### src/rtl/pipeline_hazard_ctrl.sv
// pipeline_hazard_ctrl: stall/flush/forward sequencer for the 5-stage core, with memory-wait FSM, timeout fault and stall counter
module pipeline_hazard_ctrl #(
  parameter int REG_ADDR_WIDTH = 5,
  parameter int MEM_TIMEOUT = 16,
  parameter int CNT_WIDTH = 16
) (
  input  logic                      clk,
  input  logic                      rst,
  input  logic [REG_ADDR_WIDTH-1:0] Rs1D,
  input  logic [REG_ADDR_WIDTH-1:0] Rs2D,
  input  logic [REG_ADDR_WIDTH-1:0] Rs1E,
  input  logic [REG_ADDR_WIDTH-1:0] Rs2E,
  input  logic [REG_ADDR_WIDTH-1:0] RdE,
  input  logic [REG_ADDR_WIDTH-1:0] RdM,
  input  logic [REG_ADDR_WIDTH-1:0] RdW,
  input  logic [1:0]                ResultSrcE,
  input  logic                      RegWriteM,
  input  logic                      RegWriteW,
  input  logic                      PCSrcE,
  input  logic                      MemReqM,
  input  logic                      MemReadyM,
  output logic                      StallF,
  output logic                      StallD,
  output logic                      StallE,
  output logic                      StallM,
  output logic                      FlushD,
  output logic                      FlushE,
  output logic                      FlushW,
  output logic [1:0]                ForwardAE,
  output logic [1:0]                ForwardBE,
  output logic                      Fault,
  output logic [CNT_WIDTH-1:0]      StallCount
);
  localparam int TW = $clog2(MEM_TIMEOUT);
  localparam logic [TW-1:0] TLAST = TW'(MEM_TIMEOUT - 1);
  typedef enum logic [1:0] {RUN = 2'b00, MEM_WAIT = 2'b01, FAULT = 2'b10} state_t;
  state_t state;
  logic [TW-1:0] timer;
  logic mem_stall, lw_stall;
  function automatic logic [1:0] fwd(input logic [REG_ADDR_WIDTH-1:0] rs);
    return (RegWriteM && RdM != '0 && RdM == rs) ? 2'b10 :
           (RegWriteW && RdW != '0 && RdW == rs) ? 2'b01 : 2'b00;
  endfunction
  assign mem_stall = (state == RUN && MemReqM && !MemReadyM) || (state == MEM_WAIT && !MemReadyM) || state == FAULT;
  assign lw_stall = ResultSrcE == 2'b01 && RdE != '0 && (RdE == Rs1D || RdE == Rs2D);
  // a resolved branch outranks a load-use stall, but a memory stall holds the branch in E
  assign StallF = !rst && (mem_stall || (!PCSrcE && lw_stall));
  assign StallD = StallF;
  assign StallE = !rst && mem_stall;
  assign StallM = StallE;
  assign FlushD = rst || (!mem_stall && PCSrcE);
  assign FlushE = rst || (!mem_stall && (PCSrcE || lw_stall));
  assign FlushW = rst || mem_stall;
  assign ForwardAE = rst ? 2'b00 : fwd(Rs1E);
  assign ForwardBE = rst ? 2'b00 : fwd(Rs2E);
  assign Fault = state == FAULT;
  always_ff @(posedge clk) begin
    if (rst) begin
      state <= RUN;
      timer <= '0;
      StallCount <= '0;
    end else begin
      if (state == RUN && MemReqM && !MemReadyM) begin
        state <= MEM_WAIT;
        timer <= '0;
      end else if (state == MEM_WAIT) begin
        if (MemReadyM) state <= RUN;
        else if (timer == TLAST) state <= FAULT;
        else timer <= timer + 1'b1;
      end
      if (StallF && StallCount != '1) StallCount <= StallCount + 1'b1;
    end
  end
endmodule

### config.mk
export PLATFORM = sky130hd
export DESIGN_NAME = pipeline_hazard_ctrl
export DESIGN_NICKNAME = d
export VERILOG_FILES = /design/src/rtl/pipeline_hazard_ctrl.sv
export SDC_FILE = /design/constraint.sdc
export NUM_CORES = 1
export LEC_CHECK = 0
export ABC_AREA = 1
export BUFFER_PORTS_ARGS = -buffer_cell sky130_fd_sc_hd__buf_2
export CAP_MARGIN = 20
export CORE_MARGIN = 1.5
export CORE_UTILIZATION = 53
export DETAILED_ROUTE_END_ITERATION = 6
export PLACE_DENSITY = 0.89
export SLEW_MARGIN = 0
export SYNTH_ARGS = -nofsm -noshare
export SYNTH_HDL_FRONTEND = slang
export SYNTH_SLANG_ARGS = --single-unit
export TNS_END_PERCENT = 20
### constraint.sdc
create_clock -name clk -period 3 [get_ports clk]
set_input_delay 0.45 -clock clk [delete_from_list [all_inputs] [get_ports clk]]
set_output_delay 0.45 -clock clk [all_outputs]
set_load 0.01 [all_outputs]
# Yosys cells after proc, flatten, opt, wreduce, memory -nomap -nowiden
# Cells that the tools add are included.
[word_totals]
memories = 0
reg_bits = 22
word_cells = 69
latchBits = 0
in_bits = 44
mem_bits_rw = 0
output_inout_bits = 28
rom_bits = 0
[classes]
shift = 0
n_mul = 0
n_div = 0
eq_ne = 11
bitwise = 2
muxes = 10
order_cmp = 0
n_reduce_logical = 40
add_sub_neg = 2
[op_table]
columns = ["cell", "n"]
rows = [
  ["5-bit == test", 6],
  ["1-bit logical AND", 17],
  ["16-bit by 1-bit adder with 16-bit output (second input constant)", 1],
  ["16-bit != test (second input constant)", 1],
  ["5-bit nonzero test", 3],
  ["2-bit 2-to-1 mux", 6],
  ["1-bit logical OR", 8],
  ["4-bit by 1-bit adder with 4-bit output (second input constant)", 1],
  ["2-bit by 1-bit == test with 1-bit output (second input constant)", 2],
  ["4-bit == test (second input constant)", 1],
  ["1-bit zero test", 4],
  ["1-bit 2-to-1 mux", 4],
  ["2-bit AND reduction", 2],
  ["2-bit nonzero test", 2],
  ["3-bit AND reduction", 1],
  ["3-bit nonzero test", 1],
  ["2-bit == test (second input constant)", 1],
  ["2-bit zero test", 1],
  ["1-bit NOT", 2],
  ["2-bit OR reduction", 1],
]

# Longest topological paths before layout
# Gate-level depths: netlist of run 1.
[depth]
depth_word = 8
depth_mapped = 12
ltp_nobuf = 12

# Worst setup path after synthesis of run 1
# Ideal clock, no wire load.
[synth_path]
path_kind = "input to output"
start = "input port MemReadyM"
end = "output port StallF"
stages = 9
t_required_ns = 2.550
setup_slack_ns = 0.790
path_buffers = 2
t_arrival_ns = 1.760
cell_sequence = "nor2_1 > o21ai_0 > nand2_1 > inv_1 > a21oi_4 > buf_4 > inv_1 > a21oi_1 > buf_4"
[synth_via]
elab_chain_len = 6
elab_cells_between_ends = 7
cone_classes = "7 x reduce/logical"
[synth_rtl]
columns = ["item", "line", "source"]
rows = [
  ["from (decl)", "21", "input logic MemReadyM,"],
  ["1-bit zero test (*)", "44", "assign mem_stall = (state == RUN && MemReqM && !MemReadyM) || (state == MEM_WAIT && !MemReadyM) || state == FA ..."],
  ["1-bit logical AND", "44", ""],
  ["1-bit logical OR (*) (2 in series)", "44", ""],
  ["1-bit logical OR (*)", "47", "assign StallF = !rst && (mem_stall || (!PCSrcE && lw_stall));"],
  ["1-bit logical AND (*)", "47", ""],
  ["to (decl)", "22", "output logic StallF,"],
]
# Every way passes the cells marked *; elsewhere a longest branch is shown, timed or not.

# Final worst setup path of run 1
[layout_path]
start = "register state[1]"
end = "output port StallF"
[layout_via]
elab_chain_len = 7
elab_cells_between_ends = 10
cone_classes = "2 x eq/ne; 8 x reduce/logical"
[layout_rtl]
columns = ["item", "line", "source"]
rows = [
  ["from (decl)", "37", "state_t state;"],
  ["from (signal assigned)", "59", "state <= RUN;"],
  ["from (signal assigned)", "64", "state <= MEM_WAIT;"],
  ["from (signal assigned)", "67", "if (MemReadyM) state <= RUN;"],
  ["2-bit zero test", "44", ""],
  ["1-bit logical AND (2 in series)", "44", ""],
  ["1-bit logical OR", "44", ""],
  ["1-bit logical OR (*)", "44", ""],
  ["1-bit logical OR (*)", "47", ""],
  ["1-bit logical AND (*)", "47", ""],
]
# Marks and branches as above.

==> results.json, run 1 <==
{
  "status": "finished, final reports clean",
  "fmax_mhz": 417,
  "cts_buffers": 3,
  "crit_path_frequent_cell": "inv_1",
  "hp-class": "primary input to register",
  "rrSetupSlack_ns": 1.08,
  "hold_violations": 0,
  "yosys.area_share.simple_pct": 40.3,
  "yosysSeqAreaShare_pct": 23.4,
  "layout-drive-gt1-share_pct": 23.6,
  "synth_warnings": 0,
  "grt_setup_unrepaired": "false",
  "final_util_pct": 67.3,
  "period_needed_ns": 2.40,
  "crit_family": "buffers and inverters",
  "clockBufferDepth": 2,
  "slew-limit-headroom_pct": 63.6,
  "antenna_cells": 0,
  "syn-cell-area_mm2": 0.00188,
  "fin_setup_tns_ns": 0,
  "synth_compound_area_share_pct": 11.3,
  "tightest_slew_ns": 0.545,
  "antenna_found_initial": 0,
  "yosysTopAreaCellShare_pct": 23.4,
  "clk_pin_slew_ns": 0.10,
  "die_w_um": 62.6,
  "grt_max_degree": 24,
  "synth_seq_cells": 22,
  "grt_pass1_vias": 1953,
  "post-dp-hpwl_um": 3610,
  "clock_latency_ns": 0.31,
  "postCtsSetupBuffers": 0,
  "h-tree-depth": 1,
  "antenna_left": 0,
  "synth_nets": 349,
  "yosysUniqueCellTypes": 30,
  "start_kind": "register",
  "finClkSkew_ns": 0.0129,
  "critPathBufInv": 4,
  "crit_start": "state[1]",
  "path_cells": "nor2_1 -> o21ai_0 -> nand2_1 -> inv_1 -> a21oi_4 -> buf_4 -> inv_1 -> a21oi_1 -> buf_2",
  "gp_congestion": 0.864,
  "crit_end": "StallF",
  "ios": 72,
  "synth_xor_area_share_pct": 11.6,
  "portBuffers": 71,
  "crit_type": "register to primary output",
  "ff2ff_path_depth": 8,
  "leakagePower_nw": 1.10,
  "grt_pass1_wl_um": 7980,
  "rows": 21,
  "hold_depth": 4,
  "setup_violations": 0,
  "r2r-end": "StallCount[1]",
  "cap_violations": 0,
  "vias": 2150,
  "crit_fanout": 16,
  "synthAdderAreaFrac_pct": 1.33,
  "r2r_start": "state[1]",
  "die_h_um": 62.6,
  "core_area_mm2": 0.00336,
  "irDropWorstVdd_v": 0.000172,
  "die-area_mm2": 0.00392,
  "worstSetupEndpointType": "primary output",
  "ctsResizeCount": 0,
  "worstPathArrival_ns": 1.95,
  "postCtsHoldBufs": 0,
  "crit_cells": 9,
  "dr.first_iter.drc_count": 134,
  "synthMuxAreaShare_pct": 0,
  "drtPass1Iterations": 4,
  "wl_per_cell_um": 11.1,
  "yosysTopAreaCell": "dfxtp_1",
  "cts_tree": "done",
  "cp_slowest_stage_delay_ns": 0.33,
  "drc": 0,
  "wirelength_um": 4610,
  "cts_root_buf": "clkbuf_4",
  "syn_avg_cell_area_um2": 6.21,
  "required_ns": 2.55,
  "synth_edf_count": 0,
  "cts.sinks": 22,
  "drt-vias-per-instance": 5.19,
  "period_share_pct": 79.9,
  "nets": 416,
  "slew_violations": 0,
  "fin_hold_ws_ns": 0.484,
  "synthTopCellsByCount": "nand2_1 (74), inv_1 (42), nor2_1 (35)",
  "yosysMostFrequentCell": "nand2_1",
  "overflow": 0,
  "gr-usage-all-layers_pct": 24.3,
  "start_util_pct": 56.0,
  "async_flop_share_pct": 0,
  "synthCells": 303,
  "p_per_area_mw_per_mm2": 253,
  "synth.area.top_cells": "dfxtp_1 (23%), nand2_1 (15%), inv_1 (8.4%), nand4_1 (7.0%), nor2_1 (7.0%)",
  "synth_top_family_by_area": "simple AND/OR/NAND/NOR gates",
  "critPathSlowestCell": "dfxtp_1",
  "area_delta_synth_final_pct": 20.3,
  "ys.flop_type": "dfxtp_1"
}
tightest hold or removal path, cell delays in order:
cell and delay, ns:
buf_2 0.10, nor2_1 0.06, nand3_1 0.08, a21oi_1 0.06
worst min-delay path by stage:
stage	from	slack, ns	endpoint
global placement	timer[3]	0.47	timer[3]
floorplan	timer[3]	0.45	timer[3]
global route	MemReadyM	0.48	state[1]
CTS	MemReadyM	0.47	state[1]
detailed placement	timer[1]	0.48	timer[1]
finish	MemReadyM	0.48	state[1]
state kept, by name (all words and copies together), names as in the netlist:
name and flops:
state 2, StallCount 16, timer 4
layout by cell type (no fill, tap or decap), types with 5 or more instances in the layout:
cell type and instances:
nand3_1 13, xor2_1 15, inv_1 42, xnor2_1 10, dfxtp_1 22, buf_2 71
o21ai_0 7, nand4_1 21, nor2_1 35, nand2_1 74, nor3_1 5, a21oi_1 25
kinds of logic after synthesis:
logic type	count (synthesis)
AO/OA/AOI/OAI	38
buffers and inverters	54
adder cells (fa/ha/maj)	2
flip-flops	22
AND/OR/NAND/NOR	162
XOR/XNOR	25
layer usage:
metal  vias to the layer above  part of all wire, %  track usage (%)
li1                       1107                    -                -
met1                       958                   42             27.8
met2                        75                   49             44.1
met3                        10                  7.0             5.95
met4                         0                  2.0             8.06
met5                         -                    0                0
stage by stage:
step / cell area, µm² / setup slack (ns) / cells / power [mW]
3_5_place_dp: 2240 / 0.729 / 411 / 0.447
6_report: 2260 / 0.602 / 414 / 0.572
4_1_cts: 2260 / 0.624 / 414 / 0.580
2_1_floorplan: 1880 / 0.790 / 303 / 0.389
3_3_place_gp: 2240 / 0.796 / 411 / 0.443
5_1_grt: 2260 / 0.416 / 414 / 0.612
report_power, final:
group	switching [mW]	internal, mW	total, mW
Clock	0.0846	0.0469	0.131
Sequential	0.00289	0.295	0.298
Combinational	0.0829	0.0604	0.143
Total	0.170	0.402	0.572
layout make-up:
cell class              count  area, µm²
clock buffers               3       22.5
well taps                  46       57.6
multi-input cells         227       1210
repair buffers             72        363
flip-flops and latches     22        440
inverters                  44        165
fillers                   339       1100
(Power assumes the default switching activity.)
==> run 2: changes to the inputs <==
--- a/config.mk
+++ b/config.mk
@@ -9,9 +9,9 @@
 export BUFFER_PORTS_ARGS = -buffer_cell sky130_fd_sc_hd__buf_2
 export CAP_MARGIN = 20
 export CORE_MARGIN = 1.5
-export CORE_UTILIZATION = 53
+export CORE_UTILIZATION = 45
 export DETAILED_ROUTE_END_ITERATION = 6
-export PLACE_DENSITY = 0.89
+export PLACE_DENSITY = 0.8
 export SLEW_MARGIN = 0
 export SYNTH_ARGS = -nofsm -noshare
 export SYNTH_HDL_FRONTEND = slang
==> constraint.sdc (replaced) <==
create_clock -name clk -period 2.2 [get_ports clk]
set_input_delay 0.33 -clock clk [delete_from_list [all_inputs] [get_ports clk]]
set_output_delay 0.33 -clock clk [all_outputs]
set_load 0.01 [all_outputs]
==> results.json, run 2 (synthesis results as in run 1) <==
{
  "status": "finished, final reports clean",
  "grt_pass1_vias": 1939,
  "design_area_mm2": 0.00233,
  "core_area_mm2": 0.00400,
  "worstPathArrival_ns": 1.65,
  "final_cells": 423,
  "cp_slowest_stage_delay_ns": 0.33,
  "crit_path_frequent_cell": "inv_1",
  "portBuffers": 71,
  "gp_congestion": 0.892,
  "tightest_slew_ns": 0.497,
  "layout-drive-gt1-share_pct": 24.7,
  "hold_violations": 0,
  "fin_hold_ws_ns": 0.405,
  "rows": 23,
  "wl_per_cell_um": 11.0,
  "antenna_cells": 0,
  "combPwrFrac_pct": 22.0,
  "postCtsHoldBufs": 0,
  "route.met3.wl_um": 248,
  "finClkSkew_ns": 0.0119,
  "met1_length_um": 2110,
  "wl_met2_um": 2290,
  "largestRegisters": "StallCount (16), timer (4), state (2)",
  "p_seq_share_pct": 45.2,
  "cap_violations": 0,
  "overflow": 0,
  "postCtsSetupBuffers": 0,
  "layout_common_cells": "nand2_1 (74), buf_2 (71), inv_1 (42)",
  "p_sw_uw": 252,
  "grt_setup_unrepaired": "false",
  "vias": 2138,
  "path_cells": "nor2_1 -> o21ai_0 -> nand2_1 -> inv_1 -> a21oi_4 -> inv_1 -> a21oi_1 -> buf_2",
  "p_clk_share_pct": 32.7,
  "p_int_uw": 646,
  "start_util_pct": 47.0,
  "crit_fanout": 5,
  "cts_tree": "done",
  "ctsResizeCount": 0,
  "slew-limit-headroom_pct": 66.4,
  "setup_violations": 0,
  "cts.sinks": 22,
  "crit_family": "compound AO/OA/AOI/OAI gates",
  "die_h_um": 67.7,
  "fmax_mhz": 505,
  "clock_latency_ns": 0.27,
  "drtPass1Iterations": 4,
  "period_share_pct": 89.9,
  "post-dp-hpwl_um": 3650,
  "gr-usage-all-layers_pct": 22.0,
  "slew_violations": 0,
  "leakagePower_nw": 1.14,
  "p_sw_share_pct": 28.1,
  "antenna_found_initial": 0,
  "drt-vias-per-instance": 5.05,
  "dpl.cell_count": 419,
  "hp-class": "primary input to register",
  "drc": 0,
  "h-tree-depth": 1,
  "fin_setup_tns_ns": 0,
  "clk_pin_slew_ns": 0.07,
  "ios": 72,
  "antenna_left": 0,
  "final_common_cell": "nand2_1",
  "dr.first_iter.drc_count": 150,
  "worstSetupEndpointType": "primary output",
  "grt_pass1_wl_um": 7960,
  "wirelength_um": 4670,
  "required_ns": 1.87,
  "final_util_pct": 58.3,
  "die-area_mm2": 0.00458,
  "top_register": "StallCount",
  "die_w_um": 67.7,
  "clockBufferDepth": 2,
  "grt_max_degree": 24,
  "start_kind": "register",
  "crit_type": "register to primary output",
  "period_needed_ns": 1.98,
  "largest_reg_flops": 16,
  "cts_root_buf": "clkbuf_8",
  "dpl_cell_area_mm2": 0.00228,
  "p_per_area_mw_per_mm2": 385,
  "nets": 420,
  "cts_buffers": 3,
  "highest_layer": "met4",
  "area_delta_synth_final_pct": 23.9,
  "critPathBufInv": 3,
  "critPathSlowestCell": "dfxtp_1",
  "irDropWorstVdd_v": 0.000278
}
==> run 2: cell types whose count changed in the layout (fill, tap and decap cells not counted), sizes merged <==
cell / previous run / this run
clkbuf: 3 / 4
buf: 72 / 76
==> run 2: layer usage <==
layer | vias up | GRT usage (%)
met5 | - | 0
met4 | 0 | 5.61
met3 | 5 | 5.00
met2 | 52 | 37.6
met1 | 961 | 27.6
li1 | 1120 | -
==> run 2: metrics by stage <==
step | setup WS, ns | power, mW
finish | 0.221 | 0.898
global route | 0.0417 | 0.946
CTS | 0.214 | 0.907
detailed placement | 0.393 | 0.612
global placement | 0.418 | 0.608
floorplan | 0.139 | 0.530
==> run 2: worst min-delay path: stages <==
cell and delay [ns]:
buf_2 0.10, nor2_1 0.06, nand3_1 0.08, a21oi_1 0.06
==> run 2: path summary, 6_finish.rpt <==
kind	from	to	slack (ns)	cells past startpoint
setup / recovery	state[1]	StallF	0.22	8
hold reg to reg	timer[3]	timer[3]	0.49	2
hold / removal	MemReadyM	state[1]	0.41	4
setup reg to reg	StallCount[1]	StallCount[9]	0.38	9
==> run 2: cell type report <==
type	instances	area, µm²
clock buffers	4	55.1
fillers	393	1670
inverters	44	165
multi-input cells	227	1210
flip-flops and latches	22	440
well taps	50	62.6
repair buffers	76	393
==> run 2: power by group through the flow <==
stage                     sequential, mW  clock [mW]  combinational (mW)
after floorplan                    0.416           0               0.115
after global placement             0.415           0               0.193
after detailed placement           0.415           0               0.197
after CTS                          0.406       0.303               0.198
after global routing               0.407       0.318               0.221
final                              0.406       0.294               0.198
==> run 3: changes to the inputs <==
--- a/config.mk
+++ b/config.mk
@@ -8,10 +8,11 @@
 export ABC_AREA = 1
 export BUFFER_PORTS_ARGS = -buffer_cell sky130_fd_sc_hd__buf_2
 export CAP_MARGIN = 20
+export CORE_ASPECT_RATIO = 0.9
 export CORE_MARGIN = 1.5
-export CORE_UTILIZATION = 45
+export CORE_UTILIZATION = 49
 export DETAILED_ROUTE_END_ITERATION = 6
-export PLACE_DENSITY = 0.8
+export PLACE_DENSITY = 0.83
 export SLEW_MARGIN = 0
 export SYNTH_ARGS = -nofsm -noshare
 export SYNTH_HDL_FRONTEND = slang
==> constraint.sdc (replaced) <==
create_clock -name clk -period 2.25 [get_ports clk]
set_input_delay 0.3375 -clock clk [delete_from_list [all_inputs] [get_ports clk]]
set_output_delay 0.3375 -clock clk [all_outputs]
set_load 0.01 [all_outputs]
==> results.json, run 3 (synthesis results as in run 1) <==
{
  "largest_reg_flops": 16,
  "leakagePower_nw": 1.12,
  "hold_depth": 4,
  "r2r-end": "StallCount[14]",
  "die-area_mm2": 0.00422,
  "grtUsageMet2_pct": 39.3,
  "grtUsageMet3_pct": 5.59,
  "total_power_uw": 830,
  "overflow": 0,
  "setup_violations": 0,
  "wl_per_cell_um": 10.9,
  "rrSetupSlack_ns": 0.40,
  "clock_latency_ns": 0.26,
  "critPathSlowestCell": "dfxtp_1",
  "final_common_cell": "nand2_1",
  "area_delta_synth_final_pct": 22.1,
  "rows": 21,
  "p_per_area_mw_per_mm2": 361,
  "layout_common_cells": "nand2_1 (74), buf_2 (71), inv_1 (42)",
  "wirelength_um": 4530,
  "drc": 0,
  "core_area_mm2": 0.00370,
  "vias": 2072,
  "cts_root_buf": "clkbuf_8",
  "clockBufferDepth": 2,
  "final_util_pct": 62.0,
  "dr.first_iter.drc_count": 146,
  "drtPass1Iterations": 4,
  "start_util_pct": 50.8,
  "start_kind": "register",
  "period_share_pct": 84.8,
  "min_from": "MemReadyM",
  "layout-drive-gt1-share_pct": 24.1,
  "irDropWorstVdd_v": 0.000314,
  "fin_setup_tns_ns": 0,
  "grt_pass1_vias": 1823,
  "cp_slowest_stage_delay_ns": 0.32,
  "clk_pin_slew_ns": 0.07,
  "antenna_cells": 0,
  "finClkSkew_ns": 0.00462,
  "grt_max_degree": 24,
  "nets": 418,
  "antenna_left": 0,
  "path_cells": "nor2_1 -> o21ai_0 -> nand2_1 -> inv_1 -> a21oi_4 -> inv_1 -> a21oi_1 -> buf_2",
  "fmax_mhz": 524,
  "grt_pass1_wl_um": 7840,
  "top_register": "StallCount",
  "hold_end": "state[0]",
  "cts_tree": "done",
  "hp-class": "primary input to register",
  "postCtsSetupBuffers": 0,
  "portBuffers": 71,
  "gr-usage-all-layers_pct": 23.7,
  "post-dp-hpwl_um": 3560,
  "r2r_start": "StallCount[1]",
  "tightest_slew_ns": 0.463,
  "cts_buffers": 3,
  "ff2ff_path_depth": 9,
  "postCtsHoldBufs": 0,
  "cap_violations": 0,
  "gp_congestion": 0.915,
  "worstSetupEndpointType": "primary output",
  "crit_path_frequent_cell": "inv_1",
  "worstPathArrival_ns": 1.57,
  "largestRegisters": "StallCount (16), timer (4), state (2)",
  "die_h_um": 61.8,
  "die_w_um": 68.3,
  "ctsResizeCount": 0,
  "antenna_found_initial": 0,
  "ios": 72,
  "crit_fanout": 5,
  "cts.sinks": 22,
  "slew-limit-headroom_pct": 69.1,
  "h-tree-depth": 1,
  "grt_setup_unrepaired": "false",
  "grt_busiest_layer": "met2",
  "crit_type": "register to primary output",
  "period_needed_ns": 1.91,
  "status": "finished, final reports clean",
  "required_ns": 1.91,
  "drt-vias-per-instance": 4.98,
  "slew_violations": 0,
  "hold_violations": 0,
  "gr-usage-met1_pct": 31.9
}
-- run 3: cell types whose count changed in the layout (fill, tap and decap cells not counted) --
cell / before / now
clkbuf_8: 4 / 3
buf_4: 5 / 3
-- run 3: worst max-delay path, delay by kind of cell, from the launching register on --
family / cells / cell delay, ns
compound gates: 3 / 0.42
simple gates: 2 / 0.24
buf+inv: 3 / 0.33
flops: 1 / 0.32
-- run 3: worst max-delay path by stage --
stage	from	to	slack, ns	depth (start not counted)
2_1_floorplan	state[1]	StallF	0.18	10
3_3_place_gp	StallCount[0]	StallCount[1]	0.45	10
3_5_place_dp	StallCount[0]	StallCount[14]	0.41	9
4_1_cts	state[1]	StallF	0.32	8
5_1_grt	state[1]	StallF	0.19	9
6_report	state[1]	StallF	0.34	8
-- run 3: area by class of cell --
type,count,area (µm²)
Fill cell,365,1410
Multi-Input combinational cell,227,1210
Sequential cell,22,440
Timing Repair Buffer,74,378
Inverter,44,165
Tap cell,46,57.6
Clock buffer,3,41.3
-- run 3: per-stage QoR --
step / area [µm²] / hold WS [ns] / cells / setup WS (ns)
CTS: 2300 / 0.419 / 416 / 0.322
finish: 2300 / 0.423 / 416 / 0.342
global route: 2300 / 0.435 / 416 / 0.185
floorplan: 1880 / 0.454 / 303 / 0.181
global placement: 2260 / 0.469 / 413 / 0.446
detailed placement: 2260 / 0.480 / 413 / 0.412
-- run 3: power breakdown --
group / switching, mW / internal, mW / leakage, nW / total (mW)
combinational: 0.110 / 0.0823 / 0.920 / 0.193
clock: 0.122 / 0.119 / 0.0216 / 0.241
sequential: 0.00379 / 0.393 / 0.178 / 0.397
total: 0.236 / 0.594 / 1.12 / 0.830
-- run 3: routing by layer --
layer	part of all wire, %	vias up	routed length (µm)
li1	-	1114	-
met1	48	913	2160
met2	47	43	2110
met3	5.1	2	232
met4	0.31	0	14
met5	0	-	0
